[src/rtl/branch_resolve_unit.sv]
// Resolution-side partner of the 2-bit branch predictor: queues fetch-time
// predictions, pairs them in order with execute outcomes, drives updates and flushes.
module branch_resolve_unit #(
   parameter int DEPTH = 4,
   parameter int CNT_W = 16
) (
   input  logic                     clk,
   input  logic                     reset,
   input  logic                     pred_valid,
   input  logic                     pred_taken,
   output logic                     pred_ready,
   input  logic                     res_valid,
   input  logic                     res_taken,
   output logic                     res_ready,
   output logic                     upd_valid,
   output logic                     upd_taken,
   output logic                     mispredict,
   output logic [$clog2(DEPTH):0]   occupancy,
   output logic [CNT_W-1:0]         branch_count,
   output logic [CNT_W-1:0]         mispredict_count
);

   localparam int AW = $clog2(DEPTH);
   localparam logic [AW:0]      PTR_ONE = {{AW{1'b0}}, 1'b1};
   localparam logic [AW:0]      PTR_ZERO = {(AW+1){1'b0}};
   localparam logic [CNT_W-1:0] CNT_ONE = {{(CNT_W-1){1'b0}}, 1'b1};
   localparam logic [CNT_W-1:0] CNT_MAX = {CNT_W{1'b1}};
   localparam logic [CNT_W-1:0] CNT_ZERO = {CNT_W{1'b0}};

   typedef enum logic [1:0] {
      ST_EMPTY  = 2'd0,
      ST_ACTIVE = 2'd1,
      ST_FULL   = 2'd2,
      ST_FLUSH  = 2'd3
   } state_t;

   state_t           state_r, state_s;
   logic [AW:0]      wr_ptr_r, rd_ptr_r, wr_ptr_s, rd_ptr_s;
   logic             mem_r [DEPTH];
   logic             push_s, pop_s, miss_s;
   logic             next_full_s, next_empty_s;
   logic             upd_valid_r, upd_taken_r, mispredict_r;
   logic [CNT_W-1:0] branch_cnt_r, miss_cnt_r;

   assign pred_ready = (state_r == ST_EMPTY) || (state_r == ST_ACTIVE);
   assign res_ready  = (state_r == ST_ACTIVE) || (state_r == ST_FULL);
   assign push_s     = pred_valid && pred_ready;
   assign pop_s      = res_valid && res_ready;
   assign miss_s     = pop_s && (mem_r[rd_ptr_r[AW-1:0]] != res_taken);

   // Next pointers; a mispredict collapses the queue onto the slot after the popped entry.
   always_comb begin
      wr_ptr_s = wr_ptr_r;
      rd_ptr_s = rd_ptr_r;
      if (miss_s) begin
         rd_ptr_s = rd_ptr_r + PTR_ONE;
         wr_ptr_s = rd_ptr_r + PTR_ONE;
      end else begin
         if (push_s) begin
            wr_ptr_s = wr_ptr_r + PTR_ONE;
         end else begin
            wr_ptr_s = wr_ptr_r;
         end
         if (pop_s) begin
            rd_ptr_s = rd_ptr_r + PTR_ONE;
         end else begin
            rd_ptr_s = rd_ptr_r;
         end
      end
   end

   assign next_full_s  = (wr_ptr_s[AW-1:0] == rd_ptr_s[AW-1:0]) && (wr_ptr_s[AW] != rd_ptr_s[AW]);
   assign next_empty_s = (wr_ptr_s == rd_ptr_s);

   // Next-state decode.
   always_comb begin
      state_s = state_r;
      case (state_r)
         ST_EMPTY: begin
            if (push_s) begin
               state_s = ST_ACTIVE;
            end else begin
               state_s = ST_EMPTY;
            end
         end
         ST_ACTIVE: begin
            if (miss_s) begin
               state_s = ST_FLUSH;
            end else if (next_full_s) begin
               state_s = ST_FULL;
            end else if (next_empty_s) begin
               state_s = ST_EMPTY;
            end else begin
               state_s = ST_ACTIVE;
            end
         end
         ST_FULL: begin
            if (miss_s) begin
               state_s = ST_FLUSH;
            end else if (pop_s) begin
               state_s = ST_ACTIVE;
            end else begin
               state_s = ST_FULL;
            end
         end
         ST_FLUSH: state_s = ST_EMPTY;
         default:  state_s = ST_EMPTY;
      endcase
   end

   // Prediction storage; stale contents are never read because pops require an occupied slot.
   always_ff @(posedge clk) begin
      if (push_s) begin
         mem_r[wr_ptr_r[AW-1:0]] <= pred_taken;
      end
   end

   // State, pointers, update strobes and saturating statistics.
   always_ff @(posedge clk) begin
      if (reset) begin
         state_r      <= ST_EMPTY;
         wr_ptr_r     <= PTR_ZERO;
         rd_ptr_r     <= PTR_ZERO;
         upd_valid_r  <= 1'b0;
         upd_taken_r  <= 1'b0;
         mispredict_r <= 1'b0;
         branch_cnt_r <= CNT_ZERO;
         miss_cnt_r   <= CNT_ZERO;
      end else begin
         state_r      <= state_s;
         wr_ptr_r     <= wr_ptr_s;
         rd_ptr_r     <= rd_ptr_s;
         upd_valid_r  <= pop_s;
         mispredict_r <= miss_s;
         if (pop_s) begin
            upd_taken_r <= res_taken;
         end
         if (pop_s && (branch_cnt_r != CNT_MAX)) begin
            branch_cnt_r <= branch_cnt_r + CNT_ONE;
         end
         if (miss_s && (miss_cnt_r != CNT_MAX)) begin
            miss_cnt_r <= miss_cnt_r + CNT_ONE;
         end
      end
   end

   assign occupancy        = wr_ptr_r - rd_ptr_r;
   assign upd_valid        = upd_valid_r;
   assign upd_taken        = upd_taken_r;
   assign mispredict       = mispredict_r;
   assign branch_count     = branch_cnt_r;
   assign mispredict_count = miss_cnt_r;

endmodule

[config.mk]
export PLATFORM = sky130hd
export DESIGN_NAME = branch_resolve_unit
export DESIGN_NICKNAME = d
export VERILOG_FILES = /design/src/rtl/branch_resolve_unit.sv
export SDC_FILE = /design/constraint.sdc
export NUM_CORES = 1
export LEC_CHECK = 0
export CAP_MARGIN = 20
export CORE_MARGIN = 2
export CORE_UTILIZATION = 55
export CTS_BUF_LIST = sky130_fd_sc_hd__clkbuf_4 sky130_fd_sc_hd__clkbuf_8 sky130_fd_sc_hd__clkbuf_16
export DETAILED_ROUTE_END_ITERATION = 10
export DONT_BUFFER_PORTS = 1
export PLACE_DENSITY = 0.7
export SLEW_MARGIN = 20
export SYNTH_ARGS = -nofsm -noshare
export SYNTH_HDL_FRONTEND = slang
export SYNTH_SLANG_ARGS = --single-unit
[constraint.sdc]
create_clock -name clk -period 3.7 [get_ports clk]
set_clock_uncertainty 0.15 [all_clocks]
set_input_delay 0.37 -clock clk [delete_from_list [all_inputs] [get_ports clk]]
set_output_delay 0.37 -clock clk [all_outputs]
set_load 0.03 [all_outputs]
# Word level (Yosys, flattened, before mapping)
# Memory sizes are Yosys's and may differ from the RTL's. A register that Yosys moved wholly into a read port is not among the register bits.
# Index checks and enable logic that the tools add are counted.
op_classes:
  mux: 14
  n_reduce_logical: 9
  n_eq_ne: 9
  addsub: 5
op_table:
  columns: ["op", "n"]
  rows:
  - ["adder 16 x 1 -> 16 bit (second input constant)", 2]
  - ["inequality test 16 bit (second input constant)", 2]
  - ["2-to-1 mux 3 bit", 4]
  - ["2-to-1 mux 2 bit", 5]
  - ["one-hot mux 2 bit (4 select lines)", 1]
  - ["adder 3 x 1 -> 3 bit (second input constant)", 2]
  - ["logical AND 1 bit", 6]
  - ["equality test 2 bit (second input constant)", 2]
  - ["2-to-1 mux 1 bit", 4]
  - ["equality test 3 bit", 1]
  - ["subtractor 3 bit", 1]
  - ["equality test 2 x 1 -> 1 bit (second input constant)", 1]
  - ["equality test 2 bit", 1]
  - ["logical NOT 2 bit", 1]
  - ["logical OR 1 bit", 2]
  - ["inequality test 1 bit", 2]
word_totals:
  memories: 1
  reg_bits: 43
  output_inout_bits: 40
  mem_bits_rw: 4
memory_table:
  columns: ["memory", "depth", "word_bits", "rd", "rd_ports_with_merged_regs", "wr", "line_no", "rtl"]
  rows:
  - ["mem_r", 4, 1, 1, 1, 1, "39", "logic mem_r [DEPTH];"]

# Depth between registers and ports, before layout
depth:
  word_depth: 10
  ltp_mapped: 9

# Least setup slack after synthesis
# No wires, ideal clock.
synth_path:
  path_type: "reg-to-reg"
  from: "register state_r[0]"
  to: "register state_r[0]"
  arrival_ns: 2.026
  stages_incl_launch_ff: 8
  setup_slack_ns: 1.405
  path_cell_list: "dfxtp_1 inv_1 ha_1 o21ai_0 mux2i_1 mux2_2 a211o_1 o31a_1"
synth_between:
  elab_chain_cells: 10
  elab_cells_between_ends: 24
  classes_between: "6 x eq/ne; 11 x mux; 7 x reduce/logical"
synth_lines:
  columns: ["item", "line_no", "rtl"]
  rows:
  - ["from (decl)", "37", "state_t state_r, state_s;"]
  - ["from (signal assigned)", "130", "state_r <= state_s;"]
  - ["equality test 2 x 1 -> 1 bit (tied with other cells)", "45, 46, 78", null]
  - ["logical OR 1 bit (on tied branches)", "45, 46", null]
  - ["logical AND 1 bit (on tied branches)", "47, 48", null]
  - ["2-to-1 mux 3 bit (tied with other cells)", "59", "if (push_s) begin"]
  - ["2-to-1 mux 3 bit", "55", "if (miss_s) begin"]
  - ["equality test 3 bit (tied with other cells)", "73", "assign next_empty_s = (wr_ptr_s == rd_ptr_s);"]
  - ["2-to-1 mux 1 bit / logical AND 1 bit (equally long branches)", "91, 72", null]
  - ["2-to-1 mux 2 bit", "89", "end else if (next_full_s) begin"]
  - ["2-to-1 mux 2 bit", "87", "if (miss_s) begin"]
  - ["one-hot mux 2 bit (4 select lines) (*)", "78", "case (state_r)"]
# Every way passes the cells marked *; elsewhere a longest branch is shown, timed or not.
# A chain may end at the register's enable or synchronous reset.

# Final worst setup path
layout_path:
  from: "register wr_ptr_r[0]"
  to: "output port occupancy[2]"
layout_between:
  elab_chain_cells: 1
layout_lines:
  columns: ["item", "line_no", "rtl"]
  rows:
  - ["from (decl)", "38", "logic [AW:0] wr_ptr_r, rd_ptr_r, wr_ptr_s, rd_ptr_s;"]
  - ["from (signal assigned)", "131", "wr_ptr_r <= wr_ptr_s;"]
  - ["subtractor 3 bit", "147", "assign occupancy = wr_ptr_r - rd_ptr_r;"]
  - ["to (decl)", "18", "output logic [$clog2(DEPTH):0] occupancy,"]
# No other way between the ends.

==> results.md <==
- Hold Path Origin: pred_taken
- GRT busiest layer: met2
- Most frequent cell after synthesis: dfxtp_1
- CP cell instances: inv_1 -> ha_1 -> fa_1 -> xnor2_1
- GRT Total Usage: 0.2056
- Critical path data arrival time: 2.09 ns
- CTS Root Cell: clkbuf_8
- PortBufs: 0
- Delay-heaviest family, CP: adder cells
- Placer Congestion: 0.7864
- Die Ht: 72.49 µm
- Post-synth top area share: 0.3337
- Area Overhead vs Synth: 5.383%
- Final worst setup slack: about 1.1 ns
- Pin count of the biggest net entering global routing: 42
- First-pass GRT wire length: 8.590 mm
- Footprint of the multi-input gates: 1506 µm²
- Global Route met1 Usage: 0.2520
- Non-filler instance count after layout: around 330
- Sequential Area: 980.9 µm²
- Setup-failing EPs final: 0
- Fin nets: 300
- Worst hold-check path type: input pin to flop
- Hpwl dp: 3.618 mm
- Leak: 1.009 nW
- Die ar.: 5255 µm²
- Fmax: approximately 380 MHz
- Hold Vio Cnt, Final: 0
- Peak VDD IR: 0.0002182 V
- Placement Setup Slack: about 1.2 ns
- Antenna violations before repair: 0
- Clock Latency Late Sink: 0.29 ns
- Hold endpoint: mem_r[0]$_DFFE_PP_
- Tcrit/Tclk final: 0.7059
- CTS clk-pin slew, worst paths: 0.08 ns
- Synth Instances: 285
- Vias in the first global route: 1862
- MaxCap Viol Count: 0
- Initial core utilization: 0.5805
- Flop2flop setup slack: 1.16 ns
- Syn_area_per_cell: between 9 and 10 µm²
- Wire per inst: 15.23 µm
- Worst-Margin Slew: slightly below 0.7 ns
- Post-CTS setup buffer count: 0
- DRC viols: 0
- Cts repair resizes: 0
- Met2 usage: 0.3496
- M3 GR Usage: 0.06528
- Net count after synthesis: 303
- Async S/R FF share, synth: 0
- Crit path buffers/inverters: 1
- Via count: 1973
- Top area cells in the synthesized netlist: dfxtp_1 33%, xor2_1 6.5%, ha_1 5.3%, edfxtp_1 4.7%, nor2_1 4.4%
- Most frequent cells after synthesis: 43 x dfxtp_1, 30 x nor2_1, 19 x xor2_1
- Core box area: 4444 µm²
- Crit. End Element: output pin
- CTS Buf Count: 5
- Via density: a little under 6
- Detail Route Antenna Nets: 0
- Final Critical Period: between 2 and 3 ns
- Total negative slack: 0 ns
- Antenna diodes: 0
- Clock sink total: 47
- WL final: ~5.1 mm
- Ports: 46
- Number of synthesized flops with an enable pin: 4
- FF-to-FF path depth: 5
- Reg2Reg Launch Point: rd_ptr_r[0]$_SDFF_PP0_
- Inst Count DP: 326
- Required time worst endpoint: 3.18 ns
- Overall Power: 1.110 mW
- Hold slack final: 0.01872 ns
- FILL cells: 397
- YS warnings: 0
- FF+latch count, synth: 47
- DR iter-0 viols: 124
- CTS tree: yes
- Overflow after GRT: 0
- Yosys top cell by area: dfxtp_1
- First drt pass iteration count: 4
- Startpoint types: flop
- Post-Syn Area: 2580 µm²
- Worst R2R End: mispredict_count[8]$_SDFFE_PP0P_
- # hold bufs at CTS: 1
- Pins Over Slew Limit: 0
- Status: finished clean
- Critical path class: flop to output pin
- Layout cells sized above 1: 0.07092
- RSZ-0062 raised after global routing: no
- Ys flop type: dfxtp_1
- Clock buffer depth: 2
- Die W: between 70 and 80 µm
- Slew headroom: 0.5326
- Rows: 24
- Seq/Total Area, Yosys: 0.3802
- Distinct cells, synth: 45
- Worst-path fanout max: 4
- Worst stage delay on the critical path: 0.59 ns
- H-tree depth: 2
- Highest-delay cell along the critical path: xnor2_1
- Hold depth: 0
- Pwr Density: 408.4 nW/µm²
routing by layer:
layer  wire [µm]  share of wire
met1        2238           0.44
met2        2459           0.48
met3         342          0.067
met4          48         0.0094
met5           0              0
final cells by class:
class	count	share of cell area
timing repair buffer	2	0.01012
tap	52	0.02393
multi-input combinational	216	0.5541
inverter	10	0.01381
sequential	47	0.3608
clock buffer	7	0.03728
how the worst max path moves through the flow:
stage / slack, ns / depth (start not counted) / start / to
finish: 1.09 / 4 / wr_ptr_r[0]$_SDFF_PP0_ / occupancy[2]
global route: 0.98 / 8 / state_r[0]$_SDFF_PP0_ / branch_count[6]$_SDFFE_PP0P_
CTS: 1.10 / 4 / wr_ptr_r[0]$_SDFF_PP0_ / occupancy[2]
detailed placement: 1.15 / 5 / rd_ptr_r[0]$_SDFF_PP0_ / mispredict_count[8]$_SDFFE_PP0P_
global placement: 1.24 / 8 / state_r[0]$_SDFF_PP0_ / branch_count[9]$_SDFFE_PP0P_
floorplan: 1.40 / 7 / state_r[0]$_SDFF_PP0_ / state_r[0]$_SDFF_PP0_
report_power, final:
part / total (mW) / leakage (nW) / internal, mW / switching, mW
registers: 0.559 / 0.384 / 0.530 / 0.0291
clock network: 0.343 / 0.0529 / 0.178 / 0.165
logic: 0.209 / 0.572 / 0.0812 / 0.127
cells in the final DEF, fill, tap and decap left out, drive strengths merged:
cell type  netlist  final
nand2           17     17
a21boi           2      2
nor3             1      1
nor2            30     30
nor2b            1      1
edfxtp           4      4
or3             12     12
o221ai           1      1
ha              11     11
a21oi           17     17
o2111ai          3      3
and3             8      8
nand3           13     13
or4              1      1
a211o            1      1
nand4            9      9
and4             5      5
mux2i            6      6
inv             10     10
xnor3            1      1
buf              4      2
clkbuf           8      7
o21ai           16     16
a211oi           4      4
xor2            20     20
xnor2            7      7
mux4             1      1
or4b             1      1
o21a             1      1
nand4b           3      3
nand2b           2      2
o31a             1      1
dfxtp           43     43
and2             7      7
fa               1      1
mux2             2      2
a32oi            1      1
o211ai           7      7
or2              3      3
stage by stage:
| step | cell area, µm² | utilization |
|---|---|---|
| floorplan | 2580 | - |
| global placement | 2597 | 0.5845 |
| detailed placement | 2597 | 0.5845 |
| CTS | 2719 | 0.6118 |
| global route | 2719 | 0.6118 |
| finish | 2719 | 0.6118 |
registers in the layout, indices dropped and copies added (netlist names):
| register | flops |
|---|---|
| branch_count | 16 |
| mispredict_count | 16 |
| mem_r | 4 |
| rd_ptr_r | 3 |
| wr_ptr_r | 3 |
| state_r | 2 |
| mispredict | 1 |
| upd_taken | 1 |
| upd_valid | 1 |
cell families after synthesis:
group,count (synthesis),share of synthesized area
muxes,9,0.04074
adders and majority gates,12,0.06111
and+or+nand+nor,113,0.2338
buffers and inverters,22,0.03589
AOI/OAI and AO/OA,54,0.1406
xor gates and xnor gates,28,0.1077
DFF,47,0.3802
(Power assumes the default switching activity.)
